`src/rtl/uart_loader_if.sv`:
```
// Write/handshake bundle between the UART frame loader and the display back buffer.
// The loader side takes the master modport; the memory/top side takes the slave modport.
interface uart_loader_if #(
    parameter int segments = 2,
    parameter int rows     = 8,
    parameter int columns  = 32,
    parameter int bitwidth = 8
);
    localparam int W  = bitwidth * 3 * segments;
    localparam int RW = (rows > 1) ? $clog2(rows) : 1;
    localparam int CW = (columns > 1) ? $clog2(columns) : 1;

    logic          rxi;
    logic          ready;
    logic [W-1:0]  wdata;
    logic          wen;
    logic [RW-1:0] wrow;
    logic [CW-1:0] wcol;
    logic          loaded;
    logic          frame_error;

    modport master (
        input  rxi, ready,
        output wdata, wen, wrow, wcol, loaded, frame_error
    );

    modport slave (
        output rxi, ready,
        input  wdata, wen, wrow, wcol, loaded, frame_error
    );
endinterface

```
`src/rtl/uart_loader.sv`:
```
// 8N1 UART receiver feeding a frame assembler: a 0xA5 sync byte opens a frame, then
// B bytes per pixel word are packed MSB-first and written row-major into the back buffer.
module uart_loader #(
    parameter int segments     = 2,
    parameter int rows         = 8,
    parameter int columns      = 32,
    parameter int bitwidth     = 8,
    parameter int clks_per_bit = 104
) (
    input  logic            clk,
    input  logic            rst,
    uart_loader_if.master   lb
);
    localparam int W      = bitwidth * 3 * segments;
    localparam int B      = W / 8;
    localparam int RW     = (rows > 1) ? $clog2(rows) : 1;
    localparam int CW     = (columns > 1) ? $clog2(columns) : 1;
    localparam int BIDX_W = (B > 1) ? $clog2(B) : 1;
    localparam int CNT_W  = $clog2(clks_per_bit);
    localparam int HALF   = clks_per_bit / 2;

    typedef enum logic [1:0] {RX_IDLE, RX_START, RX_DATA, RX_STOP} rx_state_t;
    typedef enum logic {F_IDLE, F_DATA} f_state_t;

    rx_state_t          r_rx_state, w_rx_next;
    f_state_t           r_f_state, w_f_next;

    logic               r_sync1, r_sync2;
    logic [CNT_W-1:0]   r_cnt;
    logic [2:0]         r_bit;
    logic [7:0]         r_rxsh;
    logic               w_half, w_tick;
    logic               w_byte_valid, w_ferr;

    logic [W-9:0]       r_shreg;
    logic [BIDX_W-1:0]  r_bidx;
    logic [RW-1:0]      r_row;
    logic [CW-1:0]      r_col;
    logic [W-1:0]       r_wdata;
    logic [RW-1:0]      r_wrow;
    logic [CW-1:0]      r_wcol;
    logic               r_wen, r_pend, r_loaded;
    logic [W-1:0]       w_word;
    logic               w_last_row, w_last_col;
    logic               w_start, w_word_done, w_frame_end;

    assign w_half     = (r_cnt == CNT_W'(HALF));
    assign w_tick     = (r_cnt == CNT_W'(clks_per_bit - 1));
    assign w_word     = {r_shreg, r_rxsh};
    assign w_last_row = (r_row == RW'(rows - 1));
    assign w_last_col = (r_col == CW'(columns - 1));

    always_ff @(posedge clk or posedge rst) begin
        if (rst) begin
            r_sync1 <= 1'b1;
            r_sync2 <= 1'b1;
        end else begin
            r_sync1 <= lb.rxi;
            r_sync2 <= r_sync1;
        end
    end

    always_ff @(posedge clk or posedge rst) begin
        if (rst) r_rx_state <= RX_IDLE;
        else     r_rx_state <= w_rx_next;
    end

    always_comb begin
        w_rx_next = r_rx_state;
        case (r_rx_state)
            RX_IDLE:  if (!r_sync2) w_rx_next = RX_START;
            RX_START: if (w_half) w_rx_next = r_sync2 ? RX_IDLE : RX_DATA;
            RX_DATA:  if (w_tick && (r_bit == 3'd7)) w_rx_next = RX_STOP;
            RX_STOP:  if (w_tick) w_rx_next = RX_IDLE;
            default:  w_rx_next = RX_IDLE;
        endcase
    end

    // Stop bit is judged at its midpoint, then RX is idle again for back-to-back bytes.
    always_comb begin
        w_byte_valid = (r_rx_state == RX_STOP) && w_tick && r_sync2;
        w_ferr       = (r_rx_state == RX_STOP) && w_tick && !r_sync2;
    end

    always_ff @(posedge clk or posedge rst) begin
        if (rst) begin
            r_cnt  <= '0;
            r_bit  <= '0;
            r_rxsh <= '0;
        end else begin
            case (r_rx_state)
                RX_IDLE: begin
                    r_cnt <= '0;
                    r_bit <= '0;
                end
                RX_START: r_cnt <= w_half ? '0 : r_cnt + CNT_W'(1);
                RX_DATA: begin
                    if (w_tick) begin
                        r_cnt  <= '0;
                        r_bit  <= r_bit + 3'd1;
                        r_rxsh <= {r_sync2, r_rxsh[7:1]};
                    end else begin
                        r_cnt <= r_cnt + CNT_W'(1);
                    end
                end
                RX_STOP: r_cnt <= w_tick ? '0 : r_cnt + CNT_W'(1);
                default: r_cnt <= '0;
            endcase
        end
    end

    always_ff @(posedge clk or posedge rst) begin
        if (rst) r_f_state <= F_IDLE;
        else     r_f_state <= w_f_next;
    end

    always_comb begin
        w_f_next = r_f_state;
        case (r_f_state)
            F_IDLE: if (w_start) w_f_next = F_DATA;
            F_DATA: if (w_ferr || w_frame_end) w_f_next = F_IDLE;
            default: w_f_next = F_IDLE;
        endcase
    end

    always_comb begin
        w_start     = (r_f_state == F_IDLE) && w_byte_valid && (r_rxsh == 8'hA5) && lb.ready;
        w_word_done = (r_f_state == F_DATA) && w_byte_valid && (r_bidx == BIDX_W'(B - 1));
        w_frame_end = w_word_done && w_last_row && w_last_col;
    end

    // loaded trails the final wen by one cycle via r_pend.
    always_ff @(posedge clk or posedge rst) begin
        if (rst) begin
            r_shreg  <= '0;
            r_bidx   <= '0;
            r_row    <= '0;
            r_col    <= '0;
            r_wdata  <= '0;
            r_wrow   <= '0;
            r_wcol   <= '0;
            r_wen    <= 1'b0;
            r_pend   <= 1'b0;
            r_loaded <= 1'b0;
        end else begin
            r_wen    <= w_word_done;
            r_pend   <= w_frame_end;
            r_loaded <= r_pend;
            if (w_start) begin
                r_bidx <= '0;
                r_row  <= '0;
                r_col  <= '0;
            end else if ((r_f_state == F_DATA) && w_byte_valid) begin
                r_shreg <= w_word[W-9:0];
                if (w_word_done) begin
                    r_bidx  <= '0;
                    r_wdata <= w_word;
                    r_wrow  <= r_row;
                    r_wcol  <= r_col;
                    if (w_last_col) begin
                        r_col <= '0;
                        r_row <= w_last_row ? '0 : r_row + RW'(1);
                    end else begin
                        r_col <= r_col + CW'(1);
                    end
                end else begin
                    r_bidx <= r_bidx + BIDX_W'(1);
                end
            end
        end
    end

    assign lb.wdata       = r_wdata;
    assign lb.wen         = r_wen;
    assign lb.wrow        = r_wrow;
    assign lb.wcol        = r_wcol;
    assign lb.loaded      = r_loaded;
    assign lb.frame_error = w_ferr;
endmodule

```
`src/flat_wrapper.sv`:
```
// flat-port wrapper written by rule: the top's interface ports become plain ports
module uart_loader_flat 
#(
    parameter int segments     = 2,
    parameter int rows         = 8,
    parameter int columns      = 32,
    parameter int bitwidth     = 8,
    parameter int clks_per_bit = 104
)
  (clk, rst, lb_rxi, lb_ready, lb_wdata, lb_wen, lb_wrow, lb_wcol, lb_loaded, lb_frame_error);
  uart_loader_if #(.segments(segments), .rows(rows), .columns(columns), .bitwidth(bitwidth)) lb_i ();
  input  logic clk;
  input  logic rst;
  input wire logic [$bits(lb_i.rxi)-1:0] lb_rxi;
  input wire logic [$bits(lb_i.ready)-1:0] lb_ready;
  output wire logic [$bits(lb_i.wdata)-1:0] lb_wdata;
  output wire logic [$bits(lb_i.wen)-1:0] lb_wen;
  output wire logic [$bits(lb_i.wrow)-1:0] lb_wrow;
  output wire logic [$bits(lb_i.wcol)-1:0] lb_wcol;
  output wire logic [$bits(lb_i.loaded)-1:0] lb_loaded;
  output wire logic [$bits(lb_i.frame_error)-1:0] lb_frame_error;
  assign lb_i.rxi = lb_rxi;
  assign lb_i.ready = lb_ready;
  assign lb_wdata = lb_i.wdata;
  assign lb_wen = lb_i.wen;
  assign lb_wrow = lb_i.wrow;
  assign lb_wcol = lb_i.wcol;
  assign lb_loaded = lb_i.loaded;
  assign lb_frame_error = lb_i.frame_error;
  uart_loader #(.segments(segments), .rows(rows), .columns(columns), .bitwidth(bitwidth), .clks_per_bit(clks_per_bit)) u_core (.clk(clk), .rst(rst), .lb(lb_i));
endmodule
```
`config.mk`:
```
export PLATFORM = sky130hd
export DESIGN_NAME = uart_loader_flat
export DESIGN_NICKNAME = d
export VERILOG_FILES = /design/src/rtl/uart_loader_if.sv /design/src/rtl/uart_loader.sv /design/src/flat_wrapper.sv
export SDC_FILE = /design/constraint.sdc
export NUM_CORES = 1
export LEC_CHECK = 0
export ABC_AREA = 1
export CELL_PAD_IN_SITES_DETAIL_PLACEMENT = 1
export CELL_PAD_IN_SITES_GLOBAL_PLACEMENT = 2
export CORE_ASPECT_RATIO = 1.1
export CORE_MARGIN = 2
export CORE_UTILIZATION = 30
export DETAILED_ROUTE_END_ITERATION = 10
export PLACE_DENSITY_LB_ADDON = 0.05
export SYNTH_ARGS = -nofsm -noshare
export SYNTH_HDL_FRONTEND = slang
export SYNTH_SLANG_ARGS = --single-unit
```
`constraint.sdc`:
```
create_clock -name clk -period 3.8 [get_ports clk]
set_input_delay 0.38 -clock clk [delete_from_list [all_inputs] [get_ports clk]]
set_output_delay 0.38 -clock clk [all_outputs]
set_load 0.02 [all_outputs]
```
# Yosys cells after proc, flatten, opt, wreduce, memory -nomap -nowiden
# Cells that the tools add are included.
# W data, S select, Z words.
# word_totals
input_bits	4
register_bits	133
output_inout_bits	59
elab_cells	91
# classes
eq_ne	15
bitwise	2
n_mux	26
reduce_logical	26
add_sub_neg	5
# op_table
op	n
$mux W3	9
$pmux W7 S3	1
$mux W5	4
$mux W7	2
$logic_and A1 B1 Y1	11
$mux W2	5
$add A3 B1 Y3 const B	3
$eq A3 B3 Y1 const B	3
$eq A8 B8 Y1 const B	1
$ne A2 B1 Y1 const B	4
$pmux W2 S4	1
$reduce_and A2 Y1	4
$reduce_bool A2 Y1	4
$add A7 B1 Y7 const B	1
$eq A7 B6 Y1 const B	1
$eq A7 B7 Y1 const B	1
$pmux W3 S2	1
$reduce_and A3 Y1	2
$add A5 B1 Y5 const B	1
$eq A5 B5 Y1 const B	1
$eq A2 B2 Y1 const B	2
$reduce_and A4 Y1	1
$eq A2 B1 Y1 const B	1
$logic_not A2 Y1	1
7 further kinds	9

# Depth between registers and ports, before layout
# depth
word_depth	10
depth_mapped	11
depth_no_buf	11

# Worst setup path after synthesis
# OpenSTA, ideal clock, no wires.
# synth_timing
kind	register to register
start	register u_core.r_cnt[0]
end	register u_core.r_f_state
required_ps	3670
setup_ps	130
n_path_buf	0
slack_ps	2040
arrival_time_ps	1630
path_stages_with_launch	8
cell_sequence	dfrtp_1 ha_1 nand2_1 nor2_2 nand2_2 nor3_1 or2_2 o21ai_1
# synth_rtl
element	line_no	text
from (decl)	uart_loader.sv:29	logic [CNT_W-1:0] r_cnt;
from (signal assigned)	uart_loader.sv:96	RX_START: r_cnt <= w_half ? '0 : r_cnt + CNT_W'(1);
from (signal assigned)	uart_loader.sv:103	r_cnt <= r_cnt + CNT_W'(1);
from (signal assigned)	uart_loader.sv:106	RX_STOP: r_cnt <= w_tick ? '0 : r_cnt + CNT_W'(1);
$eq A7 B7 Y1	uart_loader.sv:48	assign w_tick = (r_cnt == CNT_W'(clks_per_bit - 1));
$logic_and A1 B1 Y1 (2 in series)	uart_loader.sv:82	w_ferr = (r_rx_state == RX_STOP) && w_tick && !r_sync2;
net lb_frame_error	flat_wrapper.sv:21	output wire logic [$bits(lb_i.frame_error)-1:0] lb_frame_error;
$logic_or A1 B1 Y1	uart_loader.sv:121	F_DATA: if (w_ferr || w_frame_end) w_f_next = F_IDLE;
$mux W1	uart_loader.sv:121	
$pmux W1 S2	uart_loader.sv:119	case (r_f_state)
net u_core.w_f_next	uart_loader.sv:26	f_state_t r_f_state, w_f_next;
to (signal assigned)	uart_loader.sv:114	else r_f_state <= w_f_next;
to (decl)	uart_loader.sv:26	
# The timed path passes the listed nets, and every way through them passes these cells.
# A chain may end at the register's enable or synchronous reset.

# Worst setup path in the final report
# layout_timing
start	register u_core.r_cnt[0]
end	output port lb_frame_error
# layout_via
elab_chain_cells	3
# layout_lines
element	line_no
$eq A7 B7 Y1	uart_loader.sv:48
$logic_and A1 B1 Y1 (2 in series)	uart_loader.sv:82
to (decl)	flat_wrapper.sv:21
# Every way passes these cells.

==> impl_metrics.ini <==
[outcome]
status = complete, no violations

[hold_path]
min_path_cells = 0
hold_path_class = reg -> reg

[routing]
dr.pass1.iters = 6
postRouteAntennaNets = 0
vias = 3845
drtIter0Drc = 198
via_per_inst = 4.35
remaining_drc_errors = 0
wl_per_cell_um = 14.0
drt_wl_total_um = 12400

[sta]
relSlewSlack = 0.337
rsz0062_at_grt = no
fin_skew_ps = 8.60
finalCriticalPeriod_ps = 2700
hold_violations = 0
setup_viol = 0
tightest_slew_ps = 992
min_period_over_period = 0.711
max_freq_mhz = 370
finalSetupTns_ps = 0
slew_viol_final = 0

[clock_network]
clock_sink_count = 133
cts_resized = 0
clk_pin_slew_ps = 60
cts_max_level = 4
clockBufferDepth = 2
cts_hold_buf = 0
clock-root-buffer = clkbuf_16
clkLatencyLatePin_ps = 410
numCtsBuffers = 17
tritoncts = built
cts_setup_buffers = 0

[final_layout]
final_cell_mix = 182 x nand2_1, 131 x dfrtp_1, 91 x o21ai_0
final_cells = 883
area_growth_pct = 28.0
mostFrequentLayoutCell = nand2_1
drive_gt1_frac = 0.0729
final-seq-area_um2 = 3330
final_util = 0.388
nets = 646
n_fill_cell = 2006
multi_input_area_um2 = 1670
antenna_cells = 0

[die]
rows = 51
coreArea_um2 = 17500
die_area_um2 = 18800
die_y_um = 144
die_w_um = 131
io_pins = 63
start_util = 0.303

[setup_path]
crit_path_start_kind = register
worstSetupEndpointType = output port
required_ps = 3420
rr_worst_depth = 10
worstSetupPathType = reg -> out
cp_num_buf_inv = 1
path_depth = 6
crit_slowest_cell = clkdlybuf4s50_1
max_stage_delay_ps = 680
crit_chain = ha_1 > nand2_1 > nor2_2 > nand2_2 > nor3_1 > clkdlybuf4s50_1
crit_path_max_fanout = 5
arrival_ps = 2320
cpLargestDelayFamily = buffers and inverters

[grt]
overflow = 0
grt_use_total = 0.145
grt-busiest-layer = met2
first_global_vias = 4119
grt_use_met3 = 0.0320
antenna_found_initial = 0
grt_util_met1 = 0.191
grt_pass1_wl_um = 21100
grtUsageMet2 = 0.233
grt_max_degree = 65

[yosys]
synth_area_um2 = 5320
async_flop_share = 1.00
synth_warnings = 0
syn_nets = 581
ys_seq_area_frac = 0.627
syn_area_per_cell_um2 = 9.37
synth-seq-cells = 133
syn_inst = 567
synth_top_flop_cell = dfrtp_1
synth-edff-count = 0
ys_types = 29

[power]
max-vdd-ir-drop_mv = 0.262
fin_total_pwr_w = 0.00315
p_per_area_nw_per_um2 = 463
p_leak_nw = 3.10

[placement]
place.gp.congestion = 0.742
hpwl_um = 8340
io_buffer_count = 62
dp.cells = 851

[flow_run]
max_cap_violations = 0
[cells in the mapped netlist (2+ instances only)]
cell type / count / area share
a21oi_1: 2 / 0.0019
buf_2: 10 / 0.0094
clkbuf_1: 11 / 0.0078
dfrtp_1: 131 / 0.62
dfstp_2: 2 / 0.0099
ha_1: 10 / 0.024
inv_1: 58 / 0.041
nand2_1: 182 / 0.13
nand3_1: 18 / 0.017
nand4_1: 6 / 0.0071
nor2_1: 20 / 0.014
nor2_4: 2 / 0.0042
nor3_1: 4 / 0.0038
nor3b_1: 3 / 0.0042
o21ai_0: 91 / 0.086
o22ai_1: 2 / 0.0024
xnor2_1: 3 / 0.0049
[per-stage QoR]
step                      cell area (um^2)  hold slack, ps  setup slack [ps]
after CTS                             6800             346              1060
after floorplan                       5320             331              1770
after detailed placement              6200             340              1510
after global placement                6200             337              1570
final                                 6800             347              1100
after global routing                  6800             361               897
[cells by family (layout without fill, tap and decap cells)]
logic type | count (synthesis) | count (layout) | share of synthesized area
muxes | 1 | 1 | 0.00188
DFF | 133 | 133 | 0.627
and+or+nand+nor | 240 | 240 | 0.188
AOI/OAI and AO/OA | 99 | 99 | 0.0951
xor gates and xnor gates | 3 | 3 | 0.00494
buffers and inverters | 81 | 159 | 0.0596
adders and majority gates | 10 | 10 | 0.0235
[worst register-to-register path: cells and delay by family (launching register included)]
| kind | cells | cell delay [ps] |
|---|---|---|
| adder cells (fa/ha/maj) | 1 | 230 |
| buffers and inverters | 1 | 500 |
| flip-flops | 1 | 390 |
| AND/OR/NAND/NOR | 8 | 990 |
[report_power, final]
group	switching, W	leakage, nW	total (W)	internal, W
clock network	0.000625	0.297	0.00169	0.00107
logic	0.0000300	0.990	0.0000359	0.00000585
registers	0.00000136	1.81	0.00142	0.00142
[flip-flops by register name, indices dropped and copies added (netlist names), named ones only]
name	count
u_core.lb.wdata	48
u_core.r_shreg	40
u_core.r_rxsh	8
u_core.r_cnt	7
u_core.lb.wcol	5
u_core.r_col	5
u_core.lb.wrow	3
u_core.r_bidx	3
u_core.r_bit	3
u_core.r_row	3
u_core.lb.loaded	1
u_core.lb.wen	1
u_core.r_f_state	1
u_core.r_pend	1
u_core.r_rx_state	1
u_core.r_sync1	1
u_core.r_sync2	1
[routing by layer]
| metal | share of wire | wire (um) |
|---|---|---|
| met4 | 0.013 | 161 |
| met3 | 0.025 | 312 |
| met1 | 0.49 | 6050 |
| met2 | 0.47 | 5850 |
| met5 | 0 | 0 |
[final timing paths]
path | endpoint | slack [ps] | from
setup / recovery | lb_frame_error | 1100 | u_core.r_cnt[0]$_DFF_PP0_
hold / removal | u_core.lb.loaded$_DFF_PP0_ | 350 | u_core.r_pend$_DFF_PP0_
setup reg to reg | u_core.r_bidx[2]$_DFFE_PP0P_ | 1570 | u_core.r_cnt[0]$_DFF_PP0_
hold reg to reg | u_core.lb.loaded$_DFF_PP0_ | 350 | u_core.r_pend$_DFF_PP0_
max in group asynchronous | u_core.r_sync1$_DFF_PP1_ | 2330 | rst
min in group asynchronous | u_core.r_col[4]$_DFFE_PP0P_ | 540 | rst
[cell type report]
type	count	area share
multi-input combinational	353	0.245
inverter	60	0.0337
timing repair buffer	67	0.0986
clock buffer	20	0.0671
sequential	133	0.490
clock inverter	12	0.0223
tap	238	0.0438
Note: power is estimated with default switching activity, not from simulation.
